**src/rtl/puf_crp_if.sv**
```systemverilog
// Signal bundle between host logic, the arbiter-PUF delay line and the CRP controller.
// The controller uses the slave modport; the host side and delay line use master.
interface puf_crp_if #(
  parameter int C_LENGTH   = 8,
  parameter int VOTE_COUNT = 7
);
  localparam int CNT_W = $clog2(VOTE_COUNT + 1);

  logic                start_i;
  logic                abort_i;
  logic [C_LENGTH-1:0] challenge_i;
  logic                busy_o;
  logic                resp_valid_o;
  logic                resp_o;
  logic [CNT_W-1:0]    resp_ones_o;
  logic                stable_o;
  logic [C_LENGTH-1:0] puf_challenge_o;
  logic                puf_pulse_o;
  logic                puf_response_i;

  modport slave (
    input  start_i, abort_i, challenge_i, puf_response_i,
    output busy_o, resp_valid_o, resp_o, resp_ones_o, stable_o,
           puf_challenge_o, puf_pulse_o
  );

  modport master (
    output start_i, abort_i, challenge_i, puf_response_i,
    input  busy_o, resp_valid_o, resp_o, resp_ones_o, stable_o,
           puf_challenge_o, puf_pulse_o
  );
endinterface

```
**src/rtl/puf_crp_controller.sv**
```systemverilog
// Arbiter-PUF challenge-response sequencer: latches a challenge, fires VOTE_COUNT
// registered race pulses, samples the synchronised arbiter output and majority-votes.
module puf_crp_controller #(
  parameter int C_LENGTH      = 8,
  parameter int SETTLE_CYCLES = 4,
  parameter int VOTE_COUNT    = 7
) (
  input  logic      clk,
  input  logic      rst_n,
  puf_crp_if.slave  bus
);
  localparam int CNT_W = $clog2(VOTE_COUNT + 1);
  localparam int PH_W  = $clog2(SETTLE_CYCLES + 1);

  typedef enum logic [2:0] {
    S_IDLE, S_LOAD, S_FIRE, S_SETTLE, S_SAMPLE, S_CLEAR, S_DONE
  } state_t;

  state_t              r_state;
  state_t              w_next;
  logic [PH_W-1:0]     r_phase_cnt;
  logic [CNT_W-1:0]    r_ones;
  logic [CNT_W-1:0]    r_races;
  logic [1:0]          r_sync;
  logic [C_LENGTH-1:0] r_challenge;
  logic                r_pulse;
  logic                r_resp_valid;
  logic                r_resp;
  logic [CNT_W-1:0]    r_resp_ones;
  logic                r_stable;
  logic                w_phase_done;

  assign w_phase_done = (r_phase_cnt == PH_W'(SETTLE_CYCLES - 1));

  always_comb begin
    w_next = r_state;
    unique case (r_state)
      S_IDLE:   if (bus.start_i && !bus.abort_i) w_next = S_LOAD;
      S_LOAD:   w_next = S_FIRE;
      S_FIRE:   w_next = S_SETTLE;
      S_SETTLE: if (w_phase_done) w_next = S_SAMPLE;
      S_SAMPLE: w_next = S_CLEAR;
      S_CLEAR:  if (w_phase_done) w_next = (r_races == CNT_W'(VOTE_COUNT)) ? S_DONE : S_FIRE;
      S_DONE:   w_next = S_IDLE;
      default:  w_next = S_IDLE;
    endcase
    if (r_state != S_IDLE && bus.abort_i) w_next = S_IDLE;
  end

  always_ff @(posedge clk or negedge rst_n) begin
    if (!rst_n) begin
      r_state      <= S_IDLE;
      r_phase_cnt  <= '0;
      r_ones       <= '0;
      r_races      <= '0;
      r_sync       <= '0;
      r_challenge  <= '0;
      r_pulse      <= 1'b0;
      r_resp_valid <= 1'b0;
      r_resp       <= 1'b0;
      r_resp_ones  <= '0;
      r_stable     <= 1'b0;
    end else begin
      r_state <= w_next;
      r_sync  <= {r_sync[0], bus.puf_response_i};
      // Phase counter only runs while dwelling in SETTLE or CLEAR.
      if (w_next == r_state && (r_state == S_SETTLE || r_state == S_CLEAR))
        r_phase_cnt <= r_phase_cnt + 1'b1;
      else
        r_phase_cnt <= '0;
      // Outputs are decoded from the next state so they leave a flop, glitch-free.
      r_pulse      <= (w_next == S_FIRE) || (w_next == S_SETTLE);
      r_resp_valid <= (w_next == S_DONE);
      if (r_state == S_IDLE && w_next == S_LOAD) begin
        r_challenge <= bus.challenge_i;
        r_ones      <= '0;
        r_races     <= '0;
      end
      if (r_state == S_SAMPLE) begin
        r_ones  <= r_ones + CNT_W'(r_sync[1]);
        r_races <= r_races + 1'b1;
      end
      if (w_next == S_DONE) begin
        r_resp      <= (r_ones > CNT_W'(VOTE_COUNT / 2));
        r_resp_ones <= r_ones;
        r_stable    <= (r_ones == '0) || (r_ones == CNT_W'(VOTE_COUNT));
      end
    end
  end

  assign bus.busy_o          = (r_state != S_IDLE);
  assign bus.resp_valid_o    = r_resp_valid;
  assign bus.resp_o          = r_resp;
  assign bus.resp_ones_o     = r_resp_ones;
  assign bus.stable_o        = r_stable;
  assign bus.puf_challenge_o = r_challenge;
  assign bus.puf_pulse_o     = r_pulse;
endmodule
```
**src/flat_wrapper.sv**
```systemverilog
// flat-port wrapper written by rule: the top's interface ports become plain ports
module puf_crp_controller_flat 
#(
  parameter int C_LENGTH      = 8,
  parameter int SETTLE_CYCLES = 4,
  parameter int VOTE_COUNT    = 7
)
  (clk, rst_n, bus_start_i, bus_abort_i, bus_challenge_i, bus_puf_response_i, bus_busy_o, bus_resp_valid_o, bus_resp_o, bus_resp_ones_o, bus_stable_o, bus_puf_challenge_o, bus_puf_pulse_o);
  puf_crp_if #(.C_LENGTH(C_LENGTH), .VOTE_COUNT(VOTE_COUNT)) bus_i ();
  input  logic clk;
  input  logic rst_n;
  input wire logic [$bits(bus_i.start_i)-1:0] bus_start_i;
  input wire logic [$bits(bus_i.abort_i)-1:0] bus_abort_i;
  input wire logic [$bits(bus_i.challenge_i)-1:0] bus_challenge_i;
  input wire logic [$bits(bus_i.puf_response_i)-1:0] bus_puf_response_i;
  output wire logic [$bits(bus_i.busy_o)-1:0] bus_busy_o;
  output wire logic [$bits(bus_i.resp_valid_o)-1:0] bus_resp_valid_o;
  output wire logic [$bits(bus_i.resp_o)-1:0] bus_resp_o;
  output wire logic [$bits(bus_i.resp_ones_o)-1:0] bus_resp_ones_o;
  output wire logic [$bits(bus_i.stable_o)-1:0] bus_stable_o;
  output wire logic [$bits(bus_i.puf_challenge_o)-1:0] bus_puf_challenge_o;
  output wire logic [$bits(bus_i.puf_pulse_o)-1:0] bus_puf_pulse_o;
  assign bus_i.start_i = bus_start_i;
  assign bus_i.abort_i = bus_abort_i;
  assign bus_i.challenge_i = bus_challenge_i;
  assign bus_i.puf_response_i = bus_puf_response_i;
  assign bus_busy_o = bus_i.busy_o;
  assign bus_resp_valid_o = bus_i.resp_valid_o;
  assign bus_resp_o = bus_i.resp_o;
  assign bus_resp_ones_o = bus_i.resp_ones_o;
  assign bus_stable_o = bus_i.stable_o;
  assign bus_puf_challenge_o = bus_i.puf_challenge_o;
  assign bus_puf_pulse_o = bus_i.puf_pulse_o;
  puf_crp_controller #(.C_LENGTH(C_LENGTH), .SETTLE_CYCLES(SETTLE_CYCLES), .VOTE_COUNT(VOTE_COUNT)) u_core (.clk(clk), .rst_n(rst_n), .bus(bus_i));
endmodule
```
**config.mk**
```make
export PLATFORM = sky130hd
export DESIGN_NAME = puf_crp_controller_flat
export DESIGN_NICKNAME = d
export VERILOG_FILES = /design/src/rtl/puf_crp_if.sv /design/src/rtl/puf_crp_controller.sv /design/src/flat_wrapper.sv
export SDC_FILE = /design/constraint.sdc
export NUM_CORES = 1
export LEC_CHECK = 0
export ABC_AREA = 1
export CAP_MARGIN = 20
export CORE_MARGIN = 1
export CORE_UTILIZATION = 50
export CTS_CLUSTER_DIAMETER = 150
export CTS_CLUSTER_SIZE = 12
export DETAILED_ROUTE_END_ITERATION = 12
export PLACE_DENSITY = 0.81
export SYNTH_ARGS = -nofsm -noshare
export SYNTH_HDL_FRONTEND = slang
export SYNTH_SLANG_ARGS = --single-unit
```
**constraint.sdc**
```tcl
create_clock -name clk -period 2.2 [get_ports clk]
set_clock_uncertainty 0.2 [all_clocks]
set_input_delay 0.44 -clock clk [delete_from_list [all_inputs] [get_ports clk]]
set_output_delay 0.44 -clock clk [all_outputs]
set_load 0.01 [all_outputs]
```
==> flow_summary.json, run 1 <==
{
  "cp-start-kind": "register",
  "diodes": 0,
  "ys_seq_elements": 29,
  "synth_top_area_share_pct": 52.9,
  "yosys_warnings": 0,
  "clkLatencyLatePin_ns": 0.32,
  "timing.final.crit_share_pct": 96.6,
  "min_period_ns": 2.12,
  "fp.dieArea_um2": 2960,
  "synth_top_cell_by_area": "dfrtp_1",
  "synth-xor-area-share_pct": 0.639,
  "rows": 18,
  "fin_nets": 196,
  "cp_cell_sequence": "nor2_4, nand2_4, clkdlybuf4s50_1",
  "num_vias": 1029,
  "maxSlewHeadroom_pct": 76.1,
  "top_usage_layer": "met2",
  "drt-wirelength-per-cell_um": 11.5,
  "synth_area_leaders": "dfrtp_1 53%, nand2_1 13%, ha_1 5.5%",
  "dp_slack_ns": 0.192,
  "max_stage_delay_ns": 0.49,
  "rsz0062_at_grt": "false",
  "synth_cells": 140,
  "critPathArrivalTime_ns": 1.48,
  "most-common-layout-cells": "46 x nand2_1, 28 x clkdlybuf4s50_1, 28 x dfrtp_1",
  "tns_ns": 0,
  "setup_viol": 0,
  "power_density_nw_per_um2": 932,
  "grt_max_degree": 30,
  "maxCapViolations": 0,
  "synthSimpleGateAreaFrac_pct": 29.0,
  "cp-end-kind": "primary output",
  "globalRouteTotalUtil_pct": 20.4,
  "final_hold_viol_count": 0,
  "synth_top_family_by_area": "simple AND/OR/NAND/NOR gates",
  "hold_buffers": 0,
  "total_power_mw": 1.63,
  "use_met2_pct": 32.7,
  "firstDrtPassIters": 4,
  "ir_worst_vdd_uv": 723,
  "clkTransAtPathRegs_ns": 0.09,
  "detail-route-antenna-nets": 0,
  "antenna_found_initial": 0,
  "worstPathMaxFanout": 5,
  "dp_hpwl_um": 1820,
  "clock-root-buffer": "clkbuf_4",
  "critical_path_class": "register to primary output",
  "drt-initial-drc-count": 13,
  "fmax_ghz": 0.471,
  "grt_first_pass_wirelength_um": 4140,
  "drive_gt1_share_pct": 15.2,
  "cts_buffer_depth": 2,
  "syn_area_per_cell_um2": 9.80,
  "worst_slack_ns": 0.0758,
  "layout_commonest_cell": "nand2_1",
  "fin_cells": 208,
  "hold_path.class": "register to register",
  "fin_area_um2": 1750,
  "grt_pass1_vias": 991,
  "outcome": "complete, no violations",
  "port_buffers": 28,
  "gp_congestion": 0.745,
  "fp.coreArea_um2": 2540,
  "ys_seq_area_share_pct": 52.9,
  "drc": 0,
  "synth_compound_area_share_pct": 5.93,
  "cts_sinks": 29,
  "synth.distinct_cells": 23,
  "syn2layout_area_growth_pct": 27.6,
  "yosys.area_share.adder_pct": 5.47,
  "p_leak_nw": 0.904,
  "slew_violations": 0,
  "crit_required_ns": 1.56,
  "htreeDepth": 2,
  "cts_tree": "yes",
  "crit_slowest_cell": "clkdlybuf4s50_1",
  "place_inst": 199,
  "drt_wl_total_um": 2400,
  "synth_area_um2": 1370,
  "grtUsageMet3_pct": 5.83,
  "die_w_um": 54.4,
  "start_util_pct": 53.9,
  "viasPerCell": 4.95,
  "numCtsBuffers": 5,
  "muxShareOfSynthArea_pct": 0,
  "pin_count": 29,
  "met1_usage_pct": 25.3,
  "die_h_um": 54.4,
  "worst_pin_slew_ns": 0.359,
  "grt-ovfl-total": 0,
  "synthesis.nets": 159,
  "dpl_cell_area_um2": 1690
}
## kinds of logic (layout without fill, tap and decap cells)
logic type | after synthesis | after routing
and+or+nand+nor | 77 | 77
DFF | 29 | 29
buffers and inverters | 18 | 56
AOI/OAI and AO/OA | 9 | 9
adders and majority gates | 6 | 6
xor gates and xnor gates | 1 | 1
## state kept, by name (all words and copies together) (netlist names)
name and cells:
u_core.r_sync 2, u_core.bus.resp_valid_o 1, u_core.r_phase_cnt 3, u_core.r_races 3
u_core.bus.puf_challenge_o 8, u_core.r_ones 3, u_core.bus.resp_o 1, u_core.r_state 3
u_core.bus.resp_ones_o 3, u_core.bus.puf_pulse_o 1, u_core.bus.stable_o 1
## power by group
part           leakage, nW  switching (mW)  internal [mW]  total, mW
Combinational        0.491           0.308          0.299      0.607
Clock               0.0320           0.178          0.121      0.300
Sequential           0.382          0.0807          0.643      0.723
Total                0.904           0.567           1.06       1.63
## routing by layer
layer  share of wire [%]  up-vias  wire (um)
li1                    -      514          -
met1                  44      483       1060
met2                  50       25       1190
met3                 4.0        7         95
met4                 2.3        0         55
met5                   0        -          0
## synth_stat cells (all sizes together)
| cell | number |
|---|---|
| nand3 | 14 |
| o21ai | 5 |
| nor3b | 1 |
| nor2 | 10 |
| o211ai | 1 |
| and2 | 1 |
| inv | 16 |
| dfrtp | 29 |
| buf | 2 |
| xor2 | 1 |
| ha | 6 |
| nand2 | 50 |
| nor3 | 1 |
| a21oi | 3 |
## area by class of cell
class / count / area, um^2
Timing Repair Buffer: 32 / 310
Multi-Input combinational cell: 93 / 563
Inverter: 16 / 60.1
Clock inverter: 2 / 10.0
Sequential cell: 29 / 727
Tap cell: 30 / 37.5
Fill cell: 220 / 796
Clock buffer: 6 / 41.3
## final timing paths
check                      cells past startpoint                 to  slack [ns]               from
hold reg to reg                                0   u_core.r_sync[1]        0.16   u_core.r_sync[0]
min in group asynchronous                      2  u_core.r_state[1]        0.28              rst_n
hold / removal                                 0   u_core.r_sync[1]        0.16   u_core.r_sync[0]
setup reg to reg                               7  u_core.r_races[0]        0.47  u_core.r_state[0]
setup / recovery                               3         bus_busy_o        0.08  u_core.r_state[0]
max in group asynchronous                      2  u_core.r_state[0]        1.24              rst_n
## metrics by stage
step,util [%],hold slack (ns)
2_1_floorplan,-,-0.0556
3_3_place_gp,66.4,0.133
3_5_place_dp,66.4,0.148
4_1_cts,68.7,0.171
5_1_grt,68.7,0.178
6_report,68.7,0.165
## repair_timing
action                     in CTS  in global routing
setup endpoints to repair       1                  1
pin swaps                       1                  0
setup buffers                   1                  0
gates resized for setup         0                  1
## critical path: cells and delay by family (launching register included)
kind,cells,cell delay (ns)
simple gates,2,0.23
flops,1,0.45
buf+inv,1,0.49
Power figures use the tool's default switching activity.
==> run 2: changes to the inputs <==
CORE_MARGIN = 2   (was 1)
CORE_UTILIZATION = 30   (was 50)
PLACE_DENSITY = 0.54   (was 0.81)
==> run 2 against run 1 <==
Non-clock buffer count grew 1. Critical endpoint unchanged. Flip-flop and latch count is the same. Clock-buffer cell count grew 1.
==> flow_summary.json, run 2 (synthesized netlist as in run 1, its figures left out) <==
{
  "rsz0062_at_grt": "false",
  "rows": 24,
  "numCtsBuffers": 5,
  "dp_slack_ns": 0.273,
  "pin_count": 29,
  "num_vias": 1027,
  "crit_required_ns": 1.56,
  "htreeDepth": 2,
  "fmax_ghz": 0.481,
  "clock-root-buffer": "clkbuf_8",
  "setup_viol": 0,
  "port_buffers": 28,
  "worst_slack_ns": 0.121,
  "hold_path_depth": 0,
  "total_power_mw": 1.90,
  "switchingPower_mw": 0.583,
  "firstDrtPassIters": 4,
  "power_density_nw_per_um2": 1030,
  "timing.final.crit_share_pct": 94.5,
  "cp-end-kind": "primary output",
  "clkLatencyLatePin_ns": 0.28,
  "grt_first_pass_wirelength_um": 4550,
  "cts_sinks": 29,
  "cts_buffer_depth": 2,
  "layout_commonest_cell": "nand2_1",
  "drc": 0,
  "worstPathMaxFanout": 5,
  "start_util_pct": 31.3,
  "drt-wirelength-per-cell_um": 11.3,
  "drt-initial-drc-count": 28,
  "seqPwrFrac_pct": 38.1,
  "diodes": 0,
  "worst_pin_slew_ns": 0.361,
  "grt-ovfl-total": 0,
  "maxSlewHeadroom_pct": 75.9,
  "ir_worst_vdd_uv": 395,
  "slew_violations": 0,
  "intPower_mw": 1.31,
  "outcome": "complete, no violations",
  "gp_congestion": 0.908,
  "ff2ff_path_depth": 8,
  "grt_max_degree": 30,
  "cts_tree": "yes",
  "critical_path_class": "register to primary output",
  "cts_resized": 0,
  "combPwrFrac_pct": 32.6,
  "p_leak_nw": 0.936,
  "globalRouteTotalUtil_pct": 11.4,
  "detail-route-antenna-nets": 0,
  "largest_reg_flops": 8,
  "fp.dieArea_um2": 5130,
  "maxCapViolations": 0,
  "hold_path.class": "register to register",
  "syn2layout_area_growth_pct": 34.8,
  "switching_share_pct": 30.7,
  "tns_ns": 0,
  "place_inst": 222,
  "fin_nets": 197,
  "final_hold_viol_count": 0,
  "dp_hpwl_um": 1960,
  "power_frac_clock_pct": 29.3,
  "antenna_found_initial": 0,
  "fin_cells": 231,
  "grt_pass1_vias": 1041,
  "cp-start-kind": "register",
  "viasPerCell": 4.45,
  "critPathArrivalTime_ns": 1.44,
  "most-common-layout-cells": "46 x nand2_1, 29 x dfrtp_1, 28 x clkdlybuf4s50_1",
  "die_h_um": 71.6,
  "fp.coreArea_um2": 4380,
  "min_period_ns": 2.08,
  "die_w_um": 71.6,
  "final_core_util_pct": 42.2,
  "drive_gt1_share_pct": 15.1,
  "clkTransAtPathRegs_ns": 0.06,
  "drt_wl_total_um": 2610
}
[run 2: cell count changes in the layout (fill, tap and decap cells not counted), sizes merged]
cell    previous run  this run
clkbuf             6         7
buf                4         5
clkinv             2         0
bufinv             0         1
[run 2: power by group through the flow]
stage | Sequential, mW | Clock, mW | Combinational, mW
2_1_floorplan | 0.759 | 0 | 0.302
3_3_place_gp | 0.724 | 0 | 0.599
3_5_place_dp | 0.728 | 0 | 0.608
4_1_cts | 0.724 | 0.571 | 0.628
5_1_grt | 0.739 | 0.589 | 0.678
6_report | 0.723 | 0.556 | 0.617
[run 2: metal layers]
layer	track usage, %	up-vias	part of all wire [%]
met5	0	-	0
met4	5.03	0	2.0
met3	4.08	6	5.6
met2	18.0	28	49
met1	14.1	479	44
li1	-	514	-
[run 2: repair_timing]
| action | 4_1_cts | 5_1_grt |
|---|---|---|
| setup buffers | 1 | 0 |
| endpoints found under the setup margin | 1 | 0 |
| hold buffers | 0 | 0 |
[run 2: path summary, 6_finish.rpt]
check	start	end	slack (ns)
max	u_core.r_state[0]	bus_busy_o	0.12
min	u_core.r_sync[0]	u_core.r_sync[1]	0.15
max reg2reg	u_core.r_phase_cnt[0]	u_core.bus.stable_o	0.46
min reg2reg	u_core.r_sync[0]	u_core.r_sync[1]	0.15
max in group asynchronous	rst_n	u_core.r_races[2]	1.19
min in group asynchronous	rst_n	u_core.bus.puf_pulse_o	0.33
[run 2: cell type report]
class,count,area (um^2)
Clock buffer,7,86.3
Tap cell,52,65.1
Fill cell,427,2540
Clock inverter,1,30.0
Multi-Input combinational cell,93,563
Inverter,16,60.1
Sequential cell,29,726
Timing Repair Buffer,33,318
[run 2: critical path: stages (launching register included)]
cell and delay, ns:
dfrtp_1 0.43, nor2_4 0.16, nand2_4 0.08, clkdlybuf4s50_1 0.49
[run 2: stage by stage]
step	area (um^2)	hold WS (ns)
after floorplan	1370	-0.0556
after global placement	1720	0.134
after detailed placement	1720	0.137
after CTS	1850	0.152
after global routing	1850	0.171
final	1850	0.149
